<file path="src/rtl/modulo_gerenciador_rolhas_param.sv">
// rtl/modulo_gerenciador_rolhas_param.sv - cork manager: buffer loading, refill transfers into main reservoir, sealing consumption
// Optional build macro: ROLHAS_EDGE_DET_EN (add_req/consume treated as levels, event = registered rising edge)
module modulo_gerenciador_rolhas_param #(
  parameter int W        = 7,
  parameter int MAX_BUF  = 99,
  parameter int CAP_MAIN = 20,
  parameter int MIN_MAIN = 5,
  parameter int LOTE     = 15
) (
  input  logic         clk,
  input  logic         Nclr,
  input  logic         enable,
  input  logic         add_req,
  input  logic [W-1:0] add_qty,
  input  logic         consume,
  output logic [W-1:0] main_cnt,
  output logic [W-1:0] buf_cnt,
  output logic         transfer_busy,
  output logic         ro,
  output logic         low_buf,
  output logic         add_ack,
  output logic         add_err,
  output logic         cons_err
);

  typedef enum logic {IDLE, TRANSFER} state_t;

  state_t         state;
  state_t         state_nxt;
  logic [W-1:0]   lot_cnt;
  logic           add_ev;
  logic           cons_ev;
  logic [W:0]     add_sum;
  logic           add_ok;
  logic           cons_acc;
  logic [W-1:0]   main_after_cons;
  logic           move;
  logic [W-1:0]   main_nxt;
  logic [W-1:0]   buf_nxt;
  logic [W-1:0]   lot_nxt;

`ifdef ROLHAS_EDGE_DET_EN
  logic add_hist;
  logic cons_hist;

  // Register the rising edge of each level input so a long hold yields one event
  always_ff @(posedge clk or negedge Nclr) begin
    if (!Nclr) begin
      add_hist  <= 1'b0;
      cons_hist <= 1'b0;
      add_ev    <= 1'b0;
      cons_ev   <= 1'b0;
    end else begin
      add_hist  <= add_req;
      cons_hist <= consume;
      add_ev    <= add_req & ~add_hist;
      cons_ev   <= consume & ~cons_hist;
    end
  end
`else
  assign add_ev  = add_req;
  assign cons_ev = consume;
`endif

  // Event arbitration: overflow check on pre-edge buffer, consume ignored when main is empty
  always_comb begin
    add_sum         = {1'b0, buf_cnt} + {1'b0, add_qty};
    add_ok          = add_ev && (add_sum <= (W+1)'(MAX_BUF));
    cons_acc        = cons_ev && (main_cnt != '0);
    main_after_cons = main_cnt - W'(cons_acc);
    move            = (state == TRANSFER) && enable && (buf_cnt != '0) &&
                      (main_after_cons < W'(CAP_MAIN));
    main_nxt        = main_after_cons + W'(move);
    buf_nxt         = buf_cnt - W'(move) + (add_ok ? add_qty : '0);
    lot_nxt         = lot_cnt + W'(move);
  end

  // State register
  always_ff @(posedge clk or negedge Nclr) begin
    if (!Nclr) state <= IDLE;
    else       state <= state_nxt;
  end

  // Next-state: start a refill when main runs low, stop on lot/empty/full/disable
  always_comb begin
    state_nxt = state;
    case (state)
      IDLE: begin
        if (enable && (main_cnt < W'(MIN_MAIN)) && (buf_cnt != '0))
          state_nxt = TRANSFER;
      end
      TRANSFER: begin
        if (!enable || (lot_nxt == W'(LOTE)) || (buf_nxt == '0) ||
            (main_nxt == W'(CAP_MAIN)))
          state_nxt = IDLE;
      end
      default: state_nxt = IDLE;
    endcase
  end

  // FSM outputs
  always_comb begin
    transfer_busy = (state == TRANSFER);
  end

  // Counters; the lot counter sits at zero in IDLE so it is clear on entry to TRANSFER
  always_ff @(posedge clk or negedge Nclr) begin
    if (!Nclr) begin
      main_cnt <= '0;
      buf_cnt  <= '0;
      lot_cnt  <= '0;
    end else begin
      main_cnt <= main_nxt;
      buf_cnt  <= buf_nxt;
      lot_cnt  <= (state == TRANSFER) ? lot_nxt : '0;
    end
  end

  // One-cycle status pulses
  always_ff @(posedge clk or negedge Nclr) begin
    if (!Nclr) begin
      add_ack  <= 1'b0;
      add_err  <= 1'b0;
      cons_err <= 1'b0;
    end else begin
      add_ack  <= add_ok;
      add_err  <= add_ev && !add_ok;
      cons_err <= cons_ev && (main_cnt == '0);
    end
  end

  assign ro      = (main_cnt == '0);
  assign low_buf = (buf_cnt < W'(LOTE));

endmodule

</file>
<file path="config.mk">
export PLATFORM = sky130hd
export DESIGN_NAME = modulo_gerenciador_rolhas_param
export DESIGN_NICKNAME = d
export VERILOG_FILES = /design/src/rtl/modulo_gerenciador_rolhas_param.sv
export SDC_FILE = /design/constraint.sdc
export NUM_CORES = 1
export LEC_CHECK = 0
export CORE_UTILIZATION = 43
export DETAILED_ROUTE_END_ITERATION = 6
export PLACE_DENSITY = 0.7
export SETUP_SLACK_MARGIN = 0.5
export SLEW_MARGIN = 10
export SYNTH_ARGS = -nofsm -noshare
export SYNTH_HDL_FRONTEND = slang
export SYNTH_SLANG_ARGS = --single-unit
</file>
<file path="constraint.sdc">
create_clock -name clk -period 10.5 [get_ports clk]
set_clock_uncertainty 0.1 [all_clocks]
set_input_delay 2.1 -clock clk [delete_from_list [all_inputs] [get_ports clk]]
set_output_delay 2.1 -clock clk [all_outputs]
set_load 0.01 [all_outputs]
</file>
==> results.txt, run 1 <==
Yosys Warn Count - 0
WL/cell - 13.51 um
syn avg cell area - 8.971 um^2
PwrDens - 300.3 mW/mm^2
clock latency on the worst-skew pair - 280 ps
worst r2r path cells - 21
hold depth - 2
Startpoint Class - input port
Buf/Inv on CP - 3
die area - 0.005079 mm^2
Setup Crit Path Kind - in2reg
status - complete, but fails checks
pins over their slew limit - 0
largest net degree at the start of global routing - 26
largest delay contributor family on the critical path - adder cells
CTS tree - yes
CP Data Arrival Time - 6780 ps
slowest CP cell - clkdlybuf4s50_1
required time of the worst setup path - 10,590 ps
number of max-cap violations - 0
compound-cell area share of the yosys netlist - 0.1534
initial core utilization - 0.4611
Net count, final - 301
Post-Synth Simple-Gate Area - 0.2135
area of the multi-input gates - 0.001303 mm^2
post_cts resized - 0
hold_ws - 470.3 ps
Seq/Total Area, Yosys - 0.3032
hold_sp - lot_cnt[6]
CTS clock-pin slew for the worst setup and hold paths - 100 ps
hold-critical path endpoint - lot_cnt[6]
Longest Clk Path Bufs - 2
slowest stage delay, CP - 500 ps
Die Y - 71.27 um
Post-Synth Adder-Cell Area - 0.1710
CTS H-tree lvls - 1
post-synthesis mux area share - 0
Vias - 1,657
Initial DRT Pass Iterations - 6
violated checks - DRC
met1 WL - 2044 um
overall routing resource usage - 0.1825
Rel. slew slack - 0.5204
XOR/XNOR Fraction of Synth Area - 0.09339
Synth area leader - dfrtp_1
area grow syn2layout - 19.28%
CTS Hold Buffers Added - 0
FFs w/ async S/R, synth - 1.000
DP HPWL - 3338 um
CTS Sinks - 25
drt total wl - 4228 um
maximum vdd drop - 0.0001150 V
most frequently used cell type in the post-synthesis netlist - inv_1
Core Region - 0.004474 mm^2
critical path cell sequence - clkdlybuf4s50_1, ha_1, inv_1, fa_1, nand2b_1, a21oi_1, nor4_1, a211oi_1, nor2_1, nor3b_2, nand2_1, ha_1, inv_1, ha_1, fa_1, a21o_1, a21oi_1, o21bai_1, a21oi_1, xnor2_1, xnor2_1, a221oi_2
first-pass GRT wire length - 7355 um
critical path endpoint category - register
critical path peak fanout - 7
top cells by count, synth - inv_1, dfrtp_1, ha_1, nand2_1, xnor2_1
worst min path class - reg2reg
FF+latch area - 625.6 um^2
drt drc - 2
mapped cell area - 0.002063 mm^2
IO Pins - 32
Post-synth EDFFs - 0
worst r2r src - main_cnt[4]
Die X - 71.27 um
Setup Viol. Count Final - 0
RSZ-0062 raised after global routing - false
Reg2Reg Setup Slack - 5280 ps
reg2reg end - transfer_busy
endpoints failing hold - 0
Worst Max-Slew Pin Slew - 717.2 ps
Post-CTS Setup Inserts - 0
area share of the largest cell type after synthesis - 0.3032
FF+latch count, synth - 25
clk root buf - clkbuf_8
Num CTS Buffers - 3
PortBufs - 31
Initial DRC Count - 107
Synth Instances - 230
initial antenna violation count - 0
setup_tns - 0 ps
highest routed layer - met4
global route total overflow - 0
Period minus WS final - 6685 ps
leakage power - 1.117 nW
remaining antenna violation count after routing - 0
Distinct cells, synth - 48
Antenna diodes - 0
GPL Wtd Cong - 0.8159
length of routed met2 wiring - 2018 um
Period Utilization, post-route - 0.6367
largest family of logic cells by synthesized area - simple AND/OR/NAND/NOR gates
ys flop type - dfrtp_1
# fillers - 412
Post-Syn Nets - 269
Rows - 24
share of cells above drive strength 1 - 0.06130
via/cell ratio - 5.294
number of global-route vias before repair - 1,624
fmax - 149.6 MHz
main area contributors after synthesis - dfrtp_1, ha_1, xnor2_1, inv_1, nand2_1
met3 routed wirelength - 124 um
-- cell usage in the layout (no fill, tap or decap), types with 2 or more instances in the layout --
cell type | Yosys | layout
or2_2 | 2 | 2
nor3b_1 | 2 | 2
nand3b_1 | 2 | 2
a21oi_1 | 11 | 11
clkdlybuf4s50_1 | 0 | 31
nand2b_1 | 6 | 6
nor2_1 | 11 | 11
xnor2_1 | 14 | 14
o32ai_1 | 2 | 2
o21a_1 | 2 | 2
nor4_1 | 4 | 4
o21bai_1 | 2 | 2
o21ai_0 | 9 | 9
fa_1 | 2 | 2
nand3_1 | 5 | 5
nand2_1 | 19 | 19
dfrtp_1 | 25 | 25
a211oi_1 | 2 | 2
and3_1 | 4 | 4
and2_1 | 6 | 6
inv_1 | 27 | 27
ha_1 | 25 | 25
xor2_1 | 8 | 8
clkbuf_8 | 0 | 3
nor3_1 | 6 | 6
nor2b_1 | 4 | 4
a21o_1 | 5 | 5
-- stage by stage --
step / utilization / area (um^2) / worst slack, ps / total power, mW / std cells
global placement: 0.5392 / 2412 / 3783 / 0.6702 / 309
finish: 0.5501 / 2461 / 3815 / 0.7391 / 313
global route: 0.5501 / 2461 / 3416 / 0.8140 / 313
CTS: 0.5501 / 2461 / 3861 / 0.7423 / 313
floorplan: - / 2063 / 4534 / 0.5391 / 230
detailed placement: 0.5392 / 2412 / 3596 / 0.6777 / 309
-- registers in the layout, indices dropped and copies added (netlist names) --
| name | flops |
|---|---|
| buf_cnt | 7 |
| lot_cnt | 7 |
| main_cnt | 7 |
| add_ack | 1 |
| add_err | 1 |
| cons_err | 1 |
| transfer_busy | 1 |
-- logic make-up after synthesis --
group	count (synthesis)
AO/OA/AOI/OAI	45
XOR/XNOR	22
adder cells (fa/ha/maj)	27
buffers and inverters	32
flip-flops	25
AND/OR/NAND/NOR	79
-- area by class of cell --
class	instances	share of cell area
Clock buffer	3	0.01678
Clock inverter	1	0.003050
Inverter	27	0.04118
Multi-Input combinational cell	173	0.5292
Sequential cell	25	0.2542
Tap cell	52	0.02644
Timing Repair Buffer	32	0.1291
-- worst register-to-register path: cells and delay by family, from the launching register on --
kind | cells | cell delay, ps
AOI/OAI and AO/OA | 6 | 1010
xor gates and xnor gates | 3 | 420
adders and majority gates | 5 | 1460
buffers and inverters | 1 | 40
DFF | 1 | 490
and+or+nand+nor | 6 | 1620
-- power breakdown --
group	switching (mW)	total, mW	internal (mW)
combinational	0.261	0.502	0.241
clock	0.0324	0.0594	0.0270
sequential	0.0472	0.178	0.131
total	0.340	0.739	0.399
-- metal layers --
layer / vias to the layer above / track usage
met3: 5 / 0.03657
met5: - / 0
met4: 0 / 0.04444
li1: 849 / -
met2: 24 / 0.3143
met1: 779 / 0.2360
-- worst max path at each step --
stage,from,endpoint,cells after the start
3_5_place_dp,add_qty[0],transfer_busy,22
3_3_place_gp,add_qty[0],transfer_busy,22
5_1_grt,add_qty[0],transfer_busy,22
6_report,add_qty[0],transfer_busy,22
2_1_floorplan,add_qty[0],transfer_busy,21
4_1_cts,add_qty[0],transfer_busy,22
No activity file was read; power rests on OpenSTA's default activity.
==> inputs of run 2 (changes only) <==
Settings changed: PLACE_DENSITY 0.7 to 0.73.
Clock period 10.5 ns to 6 ns, I/O delays scaled along.
==> run 2 against run 1 <==
The run still ends with DRC left. Register-to-register slack got worse by 4200 ps. Final area increased by 1.9%. Combinational power increased by 85%. Setup slack got worse by 3000 ps. Clock power increased by 72%. Count of clock-buffer cells in the layout unchanged. Core utilization increased by 1.0 points. Cell count increased by 0.96%. Sequential share of layout area decreased by 0.47 points. Sequential power increased by 74%. Via count increased by 1.9%. Critical path type unchanged.
==> results.txt, run 2 (synthesis results as in run 1) <==
leakage power - 1.143 nW (+2.3%)
required time of the worst setup path - 6080 ps (-4510 ps)
Rel. slew slack - 0.5749 (+0.05453)
violated checks - DRC
critical path cell sequence - clkdlybuf4s50_1, ha_1, inv_1, fa_2, nand2b_4, a21oi_2, nor4_1, a211oi_1, nor2_1, nor3b_2, nand2_1, ha_1, inv_1, ha_1, fa_2, a21o_1, a21oi_2, o21bai_1, a21oi_1, xnor2_1, xnor2_1, a221oi_2
endpoints failing hold - 0 (unchanged)
Antenna diodes - 0 (unchanged)
CTS H-tree lvls - 1 (unchanged)
commonest cells after routing, fill and taps aside - clkdlybuf4s50_1, inv_1, ha_1, dfrtp_1, nand2_1
Int Pwr - 0.7251 mW (+82%)
Vias - 1,688 (+1.9%)
Die Y - 71.27 um (unchanged)
non-filler cells, final - 316 (+0.96%)
critical path peak fanout - 2 (-5)
commonest non-fill, non-tap cell in the layout - clkdlybuf4s50_1
number of global-route vias before repair - 1,583 (-2.5%)
Setup Crit Path Kind - in2reg
IO Pins - 32 (unchanged)
setup_tns - 0 ps (unchanged)
Die X - 71.27 um (unchanged)
clock latency on the worst-skew pair - 270 ps (about the same)
GPL Wtd Cong - 0.8168 (+0.11%)
overall routing resource usage - 0.1764 (-0.006086)
switching power - 0.6164 mW (+81%)
Most Frequent Cell on Critical Path - ha_1
Initial DRT Pass Iterations - 6 (unchanged)
Longest Clk Path Bufs - 2 (unchanged)
global route total overflow - 0 (unchanged)
CTS tree - yes
maximum vdd drop - 0.0002726 V (+140%)
CTS clock-pin slew for the worst setup and hold paths - 90 ps (about the same)
sw frac - 0.4595 (-0.0009359)
placed insts - 311 (+0.65%)
Setup Viol. Count Final - 0 (unchanged)
post-placement cell area - 0.002427 mm^2 (+0.62%)
status - complete, but fails checks
Net count, final - 304 (+1.0%)
Rows - 24 (unchanged)
remaining antenna violation count after routing - 0 (unchanged)
CTS Sinks - 25 (unchanged)
CP Data Arrival Time - 5300 ps (-1480 ps)
PwrDens - 535.0 mW/mm^2 (+78%)
Top Registers - buf_cnt (7), lot_cnt (7), main_cnt (7)
Clk pwr share - 0.076 (-0.004)
CTS Hold Buffers Added - 0 (unchanged)
DP HPWL - 3319 um (-0.59%)
critical path endpoint category - register
PortBufs - 31 (unchanged)
clk root buf - clkbuf_8
Startpoint Class - input port
Num CTS Buffers - 3 (unchanged)
Period minus WS final - 5214 ps
slowest CP cell - clkdlybuf4s50_1
Worst Max-Slew Pin Slew - 635.6 ps (-81.54 ps)
RSZ-0062 raised after global routing - false
worst min path class - reg2reg
initial antenna violation count - 0 (unchanged)
share of cells above drive strength 1 - 0.09470 (+0.03339)
fmax - 191.8 MHz
number of max-cap violations - 0 (unchanged)
slowest stage delay, CP - 490 ps (about the same)
Logic pwr share - 0.693 (+0.014)
Seq pwr share - 0.231 (-0.010)
largest net degree at the start of global routing - 26 (unchanged)
WL/cell - 13.56 um (+0.39%)
initial core utilization - 0.4611 (unchanged)
cell area after layout - 0.002507 mm^2 (+1.9%)
via/cell ratio - 5.342 (+0.90%)
die area - 0.005079 mm^2 (unchanged)
drt drc - 2 (unchanged)
first-pass GRT wire length - 7162 um (-2.6%)
area grow syn2layout - 21.53%
Initial DRC Count - 117 (+9.3%)
pins over their slew limit - 0 (unchanged)
Period Utilization, post-route - 0.8690
drt total wl - 4285 um (+1.3%)
Core Region - 0.004474 mm^2 (unchanged)
run 2: routing by layer:
| metal | GRT usage | vias up | share of wire |
|---|---|---|---|
| met5 | 0 | - | 0 |
| met4 | 0.02889 | 0 | 0.0044 |
| met3 | 0.03516 | 2 | 0.035 |
| met2 | 0.2825 | 35 | 0.48 |
| met1 | 0.2520 | 790 | 0.48 |
| li1 | - | 861 | - |
run 2: power groups by stage:
stage                     registers (mW)  clock network, mW  logic, mW
after CTS                          0.311              0.104      0.889
after global routing               0.321              0.113       1.04
after global placement             0.313                  0      0.865
final                              0.310              0.102      0.930
after detailed placement           0.313                  0      0.880
after floorplan                    0.302                  0      0.642
run 2: path summary, 6_finish.rpt:
| path | slack, ps | end | depth (start not counted) | startpoint |
|---|---|---|---|---|
| max reg2reg | 1120 | transfer_busy | 21 | main_cnt[4] |
| max | 790 | transfer_busy | 22 | add_qty[0] |
| min | 470 | lot_cnt[6] | 2 | lot_cnt[6] |
| min reg2reg | 470 | lot_cnt[6] | 2 | lot_cnt[6] |
| min in group asynchronous | 1180 | lot_cnt[6] | 2 | Nclr |
| max in group asynchronous | 4360 | main_cnt[3] | 2 | Nclr |
run 2: critical path, delay by kind of cell:
family,cells,cell delay (ps)
adder cells (fa/ha/maj),5,1380
AO/OA/AOI/OAI,7,1240
AND/OR/NAND/NOR,5,620
buffers and inverters,3,590
XOR/XNOR,2,270
run 2: cell type report:
class / instances / area (um^2)
tap: 52 / 65.06
clock buffer: 3 / 41.29
multi-input combinational: 173 / 1329
inverter: 27 / 101.3
timing repair buffer: 35 / 340.3
sequential: 25 / 625.6
fill: 406 / 1967
clock inverter: 1 / 5.005
run 2: timing repair:
item,4_1_cts,5_1_grt
endpoints found under the setup margin,0,2
hold endpoints to repair,0,0
gates resized for setup,0,6
buffers inserted,0,1
run 2: stage by stage:
stage          hold WS (ps)  setup WS [ps]  utilization  power, mW
3_5_place_dp          451.5          302.5       0.5425      1.193
6_report              473.7          785.9       0.5604      1.342
2_1_floorplan         420.8          934.2            -     0.9435
4_1_cts               477.0          566.0       0.5529      1.303
5_1_grt               542.6          503.4       0.5604      1.470
3_3_place_gp          446.3          383.3       0.5425      1.177
